File: src/rtl/button_conditioner_pkg.sv
// Shared constants for the button conditioner: button indices and the debounce default.
package button_conditioner_pkg;

  // 10 ms at a 50 MHz clock.
  localparam int unsigned DEBOUNCE_CYCLES_DEFAULT = 500000;

  localparam int unsigned NUM_BTNS         = 3;
  localparam int unsigned BTN_RESET        = 0;
  localparam int unsigned BTN_CLEARA_LOADB = 1;
  localparam int unsigned BTN_RUN          = 2;

  // Counter width able to hold DEBOUNCE_CYCLES-1; a one-cycle debounce still needs one bit.
  function automatic int unsigned cnt_width(input int unsigned cycles);
    return (cycles > 1) ? $clog2(cycles) : 1;
  endfunction

endpackage

File: src/rtl/button_conditioner_cell.sv
// Per-button conditioning: two-flop synchronizer, stability counter and press-edge detector.
// The raw input is active-low; everything downstream of the first flop is active-high.
module debounce_cell
  import button_conditioner_pkg::*;
#(
  parameter int unsigned DebounceCycles = DEBOUNCE_CYCLES_DEFAULT
) (
  input  logic clk_i,
  input  logic rst_i,
  input  logic btn_ni,
  output logic level_o,
  output logic press_o
);

  localparam int unsigned     CntW    = cnt_width(DebounceCycles);
  localparam logic [CntW-1:0] CntLast = CntW'(DebounceCycles - 1);

  logic            sync1_q, sync2_q;
  logic            state_q, state_d;
  logic            press_q, press_d;
  logic [CntW-1:0] cnt_q, cnt_d;

  // Synchronizer; reset loads "pressed" so a button held through reset never looks like a press.
  always_ff @(posedge clk_i) begin
    if (rst_i) begin
      sync1_q <= 1'b1;
      sync2_q <= 1'b1;
    end else begin
      sync1_q <= ~btn_ni;
      sync2_q <= sync1_q;
    end
  end

  // Count consecutive mismatching samples; accept on the last one and flag 0->1 acceptances.
  always_comb begin
    state_d = state_q;
    cnt_d   = '0;
    press_d = 1'b0;
    if (sync2_q != state_q) begin
      if (cnt_q == CntLast) begin
        state_d = sync2_q;
        press_d = sync2_q;
      end else begin
        cnt_d = cnt_q + 1'b1;
      end
    end
  end

  // Debounced state, counter and registered press pulse.
  always_ff @(posedge clk_i) begin
    if (rst_i) begin
      state_q <= 1'b1;
      cnt_q   <= '0;
      press_q <= 1'b0;
    end else begin
      state_q <= state_d;
      cnt_q   <= cnt_d;
      press_q <= press_d;
    end
  end

  assign level_o = state_q;
  assign press_o = press_q;

endmodule

File: src/rtl/button_conditioner.sv
// Conditions three active-low push-buttons and the slider switches for the multiplier front panel.
// Produces debounced levels, single-cycle press strobes (Run gated by Busy, fixed priority) and
// synchronized switches.
module button_conditioner
  import button_conditioner_pkg::*;
#(
  parameter int unsigned DEBOUNCE_CYCLES = DEBOUNCE_CYCLES_DEFAULT
) (
  input  logic       Clk,
  input  logic       Reset,
  input  logic       Reset_Btn,
  input  logic       ClearA_LoadB,
  input  logic       Run,
  input  logic [7:0] S,
  input  logic       Busy,
  output logic       Reset_SH,
  output logic       ClearA_LoadB_SH,
  output logic       Run_SH,
  output logic [2:0] Pressed,
  output logic [7:0] S_SH
);

  logic [NUM_BTNS-1:0] btn_raw_n;
  logic [NUM_BTNS-1:0] level;
  logic [NUM_BTNS-1:0] press;
  logic [7:0]          s_sync1_q;

  // Gather the raw buttons by their package index.
  always_comb begin
    btn_raw_n                   = '1;
    btn_raw_n[BTN_RESET]        = Reset_Btn;
    btn_raw_n[BTN_CLEARA_LOADB] = ClearA_LoadB;
    btn_raw_n[BTN_RUN]          = Run;
  end

  for (genvar i = 0; i < NUM_BTNS; i++) begin : g_cell
    debounce_cell #(
      .DebounceCycles(DEBOUNCE_CYCLES)
    ) u_cell (
      .clk_i  (Clk),
      .rst_i  (Reset),
      .btn_ni (btn_raw_n[i]),
      .level_o(level[i]),
      .press_o(press[i])
    );
  end

  assign Pressed = level;

  // Switch synchronizer; no debouncing on the sliders.
  always_ff @(posedge Clk) begin
    if (Reset) begin
      s_sync1_q <= '0;
      S_SH      <= '0;
    end else begin
      s_sync1_q <= S;
      S_SH      <= s_sync1_q;
    end
  end

  // Resolve coincident presses; lower-priority strobes and a busy-time Run are dropped, not held.
  always_comb begin
    Reset_SH        = 1'b0;
    ClearA_LoadB_SH = 1'b0;
    Run_SH          = 1'b0;
    if (!Reset) begin
      if (press[BTN_RESET]) begin
        Reset_SH = 1'b1;
      end else if (press[BTN_CLEARA_LOADB]) begin
        ClearA_LoadB_SH = 1'b1;
      end else if (press[BTN_RUN] && !Busy) begin
        Run_SH = 1'b1;
      end
    end
  end

endmodule

File: config.mk
export PLATFORM = sky130hd
export DESIGN_NAME = button_conditioner
export DESIGN_NICKNAME = d
export VERILOG_FILES = /design/src/rtl/button_conditioner_pkg.sv /design/src/rtl/button_conditioner_cell.sv /design/src/rtl/button_conditioner.sv
export SDC_FILE = /design/constraint.sdc
export NUM_CORES = 1
export LEC_CHECK = 0
export CAP_MARGIN = 20
export CORE_ASPECT_RATIO = 1.2
export CORE_UTILIZATION = 45
export CTS_CLUSTER_DIAMETER = 150
export DETAILED_ROUTE_END_ITERATION = 7
export GPL_TIMING_DRIVEN = 0
export SYNTH_ARGS = -nofsm -noshare
export SYNTH_HDL_FRONTEND = slang
export SYNTH_SLANG_ARGS = --single-unit
File: constraint.sdc
create_clock -name Clk -period 4.88 [get_ports Clk]
set_input_delay 1.464 -clock Clk [delete_from_list [all_inputs] [get_ports Clk]]
set_output_delay 1.464 -clock Clk [all_outputs]
set_load 0.02 [all_outputs]
**Word-level counts from Yosys, hierarchy flattened**

Cells that the tools add are included.

- Flip-flop bits (word level): 85
- Word-level logic and storage cells: 55
- Bits of input ports: 14
- Output and inout port bits: 14

- Equality and inequality tests: 6
- Reductions and logical operators: 11
- Mux-type cells: 9
- Bitwise gates (word level): 9
- Add/sub/neg operators: 3

Operators by type and width:

| cell | count |
|---|---|
| 19-bit by 1-bit adder with 19-bit output, second input constant | 3 |
| 19-bit equality test, second input constant | 3 |
| 3-bit OR reduction | 6 |
| 1-bit two-way mux | 9 |
| 1-bit NOT | 9 |
| 2-bit AND reduction | 3 |
| 1-bit inequality test | 3 |
| 1-bit logical AND | 1 |
| 1-bit logical NOT | 1 |

**Logic depth before layout (Yosys ltp)**

- Depth after elaboration: 6
- Gate-level depth with buffers: 7
- Gate-level depth less buffers: 5

**By module**

A second synthesis with hierarchy kept.

- Cell total of the unflattened synthesis: 379
- Area, all modules: 3,484.6 um^2

Modules (own cells, without submodules):

| module | cells each | area each (um^2) | seq. area each (um^2) | times used |
|---|---|---|---|---|
| debounce_cell | 114 | 1,002.2 | 460.4 | 3 |
| button_conditioner | 37 | 478.0 | 320.3 | 1 |

**Worst setup path before layout**

OpenSTA, ideal clock, no wires.

- Path kind: in2out
- Start point: input port Reset
- End point: output port ClearA_LoadB_SH
- Path slack: 1,030 ps
- Required time: 3,416 ps
- Buffers on the path: 2
- Arrival: 2,386 ps
- Stages on the path: 3
- Cells stage by stage: clkbuf_1 clkbuf_1 nor3b_1

- Word-level cells in the longest chain between the ends: 1

RTL lines:

| element | RTL line | RTL |
|---|---|---|
| start: declaration | button_conditioner.sv:10 | `input logic Reset,` |
| 1-bit two-way mux | button_conditioner.sv:66 | `if (!Reset) begin` |
| end: declaration | button_conditioner.sv:17 | `output logic ClearA_LoadB_SH,` |

Every way passes these cells.

**Final worst setup path**

- Start point: input port Reset
- End point: output port Run_SH

- Word-level cells in the longest chain between the ends: 1

RTL lines:

| element | RTL line | RTL |
|---|---|---|
| 1-bit two-way mux | button_conditioner.sv:66 |  |
| end: declaration | button_conditioner.sv:18 | `output logic Run_SH,` |

Every way passes these cells.

==> metrics.txt <==
status=complete, no violations; Max Freq=about 230 MHz; Via Count=~2700; maximum vdd drop=roughly 180 µV; critical-path maximum fanout=10; die area=roughly 8200 µm²; DRC=0; Pwr Density=roughly 300 nW/µm²; total length of routed wires=between 6000 and 7000 µm; # H-tree levels=3; Synth cell types=44; crit path DAT=between 2 and 3 ns; Leak=roughly 0.0012 µW; setup violators final=0; Port Buffers=26; DP Cell Count=just over 500; crit path launch type=input pin; Worst Clk Skew=~0.013 ns; cts repair resizes=0; std cell rows=35; worst skew pair latency=0.36 ns; Yosys top cell area share=around 48%; drt via density=~5.2; router iterations before antenna repair=4; synth-to-layout area growth=16.0%; initial antenna violation count=0; Critical Path End Type=primary output; routability cong.=roughly 0.79; Multi-input gate area=approximately 1700 µm²; Initial Utilization=46.2%; Hold Path Class=reg -> reg; clk slew on worst S/H paths=about 0.09 ns; Finished Layout Cells=between 500 and 600; Routed WL per cell=~12 µm; CTS tree=built; storage element area=around 1700 µm²; CTS sink cnt=85; worst path required time=3.42 ns; Yosys reg bits=85; DRT iter0 DRCs=74; Synthesized Nets=409; first-pass GRT wire length=around 11000 µm; largest cells by area after synthesis=dfxtp_1 48%, xnor2_1 6.7%, nor2_1 5.8%, nand2_1 3.4%, xor2_1 3.2%; Hold Vio Cnt, Final=0; Slew @ Worst Pin=0.786 ns; CTS hold repair buffers=0; CTS Root Cell=clkbuf_8; I/O pins=28; register area share after synthesis=approximately half; Die Ht=98.9 µm; Ant. Diodes=0; Synth area leader=dfxtp_1; Max Cap Viol=0; Tmin final=between 4 and 5 ns; Reg2Reg Setup Slack=approximately 2.8 ns; setup_tns=0 ns; Total Routing Usage GR=~18%; clk buf depth=2; DIE WIDTH=between 80 and 90 µm; number of buffers created by CTS=9; largest net degree at the start of global routing=18; layout cells sized above 1=9.68%; Max-slew headroom=between 40 and 50%; cells after synthesis=~400; CORE AREA=7620 µm²; post-CTS setup buffers=0; RSZ-0062 raised after global routing=false; Final #Nets=446; Avg Synthesized Cell Area=8.99 µm²; Final ANT Viol Nets=0; grt ovf=0; final count of pins violating max slew=0; period utilisation layout=approximately nine tenths; Yosys warnings=0; # fillers=758; vias in the first global route=2440; mapped cell area=3520 µm²; kind of critical path=in -> out; post-detail-place hpwl=4630 µm
final timing paths:
kind | end | startpoint | cells after the start
worst max register to register | g_cell[1].u_cell.cnt_q[18]$_SDFF_PP0_ | g_cell[1].u_cell.cnt_q[0]$_SDFF_PP0_ | 5
worst max-delay path | Run_SH | Reset | 4
worst min register to register | g_cell[1].u_cell.sync2_q$_SDFF_PP1_ | g_cell[1].u_cell.sync1_q$_SDFF_PP1_ | 1
worst min-delay path | g_cell[1].u_cell.sync2_q$_SDFF_PP1_ | g_cell[1].u_cell.sync1_q$_SDFF_PP1_ | 1
placed cells by master, fill, tap and decap left out, types with 3 or more instances in the layout:
cell,count
nand3_1,17
nor2b_1,17
nand4_1,17
ha_1,3
clkinvlp_4,3
dfxtp_1,85
o21ai_0,9
xor2_1,13
a31o_2,3
a21oi_1,14
nand4b_1,3
clkbuf_8,9
nor4b_1,5
inv_1,15
nor2_1,54
xnor2_1,27
clkbuf_1,6
clkdlybuf4s50_1,26
nand2_1,32
nor3_1,13
and3_1,3
or2_2,6
or4_4,3
or3_1,5
inv_8,3
nor4_1,9
or4_1,3
buf_4,3
per-stage QoR:
step / utilization, % / hold WS (ns) / setup WS (ns) / total power (µW) / area [µm²]
final: 53.6 / 0.419 / 0.578 / 1220 / 4090
after global routing: 53.6 / 0.439 / 0.404 / 1270 / 4090
after CTS: 53.6 / 0.422 / 0.524 / 1240 / 4090
after detailed placement: 51.2 / 0.394 / 0.524 / 758 / 3900
after global placement: 51.2 / 0.394 / 0.543 / 758 / 3900
after floorplan: - / 0.389 / 1.03 / 739 / 3520
synth_stat cells (all sizes together):
master   n
dfxtp   85
nor2    54
nand2   32
xnor2   27
nand4   18
nand3   17
nor2b   17
inv     15
a21oi   14
nor3    13
xor2    13
nor4    10
o21ai    9
buf      7
or4      7
clkbuf   6
or2      6
nor4b    5
or3      5
a31o     3
and3     3
and4     3
ha       3
nand4b   3
o211ai   3
a21o     2
nor3b    2
o31ai    2
or4b     2
a211o    1
a21bo    1
clkinv   1
nand3b   1
o21bai   1
or4bb    1
state kept, by name, indices dropped and copies added, names as in the netlist:
| signal | flops |
|---|---|
| g_cell.u_cell.cnt_q | 57 |
| S_SH | 8 |
| s_sync1_q | 8 |
| g_cell.u_cell.level_o | 3 |
| g_cell.u_cell.press_o | 3 |
| g_cell.u_cell.sync1_q | 3 |
| g_cell.u_cell.sync2_q | 3 |
layout make-up:
cell class                      count  area share (%)
Sequential cell                    85            41.6
Buffer                             13            1.90
Timing Repair Buffer               26            6.37
Clock buffer                        9            3.03
Multi-Input combinational cell    278            41.2
Inverter                           16            1.47
Tap cell                           92            2.82
Clock inverter                      7            1.59
logic make-up (layout without fill, tap and decap cells):
logic type,after synthesis,after routing,share of synthesized area (%)
xor gates and xnor gates,40,40,9.94
adders and majority gates,3,3,1.07
buffers and inverters,29,71,3.91
DFF,85,85,48.3
and+or+nand+nor,199,199,30.4
AOI/OAI and AO/OA,36,36,6.39
worst max-delay path: stages:
cell and delay (ns):
clkbuf_1 0.32, clkbuf_1 0.38, nor3_1 0.11, clkdlybuf4s50_1 0.55
routing by layer:
layer / vias up / track usage [%] / part of all wire [%]
li1: 1428 / - / -
met1: 1254 / 22.4 / 49
met2: 35 / 27.9 / 46
met3: 12 / 3.70 / 3.0
met4: 0 / 8.75 / 2.2
met5: - / 0 / 0
power by group:
group          total, µW  switching (µW)  internal (µW)  leakage [µW]
Sequential           705            2.90            702      0.000690
Clock                476             279            197     0.0000878
Combinational       36.0            16.4           19.6      0.000440
Total               1220             298            919       0.00122
No activity file was read; power rests on OpenSTA's default activity.
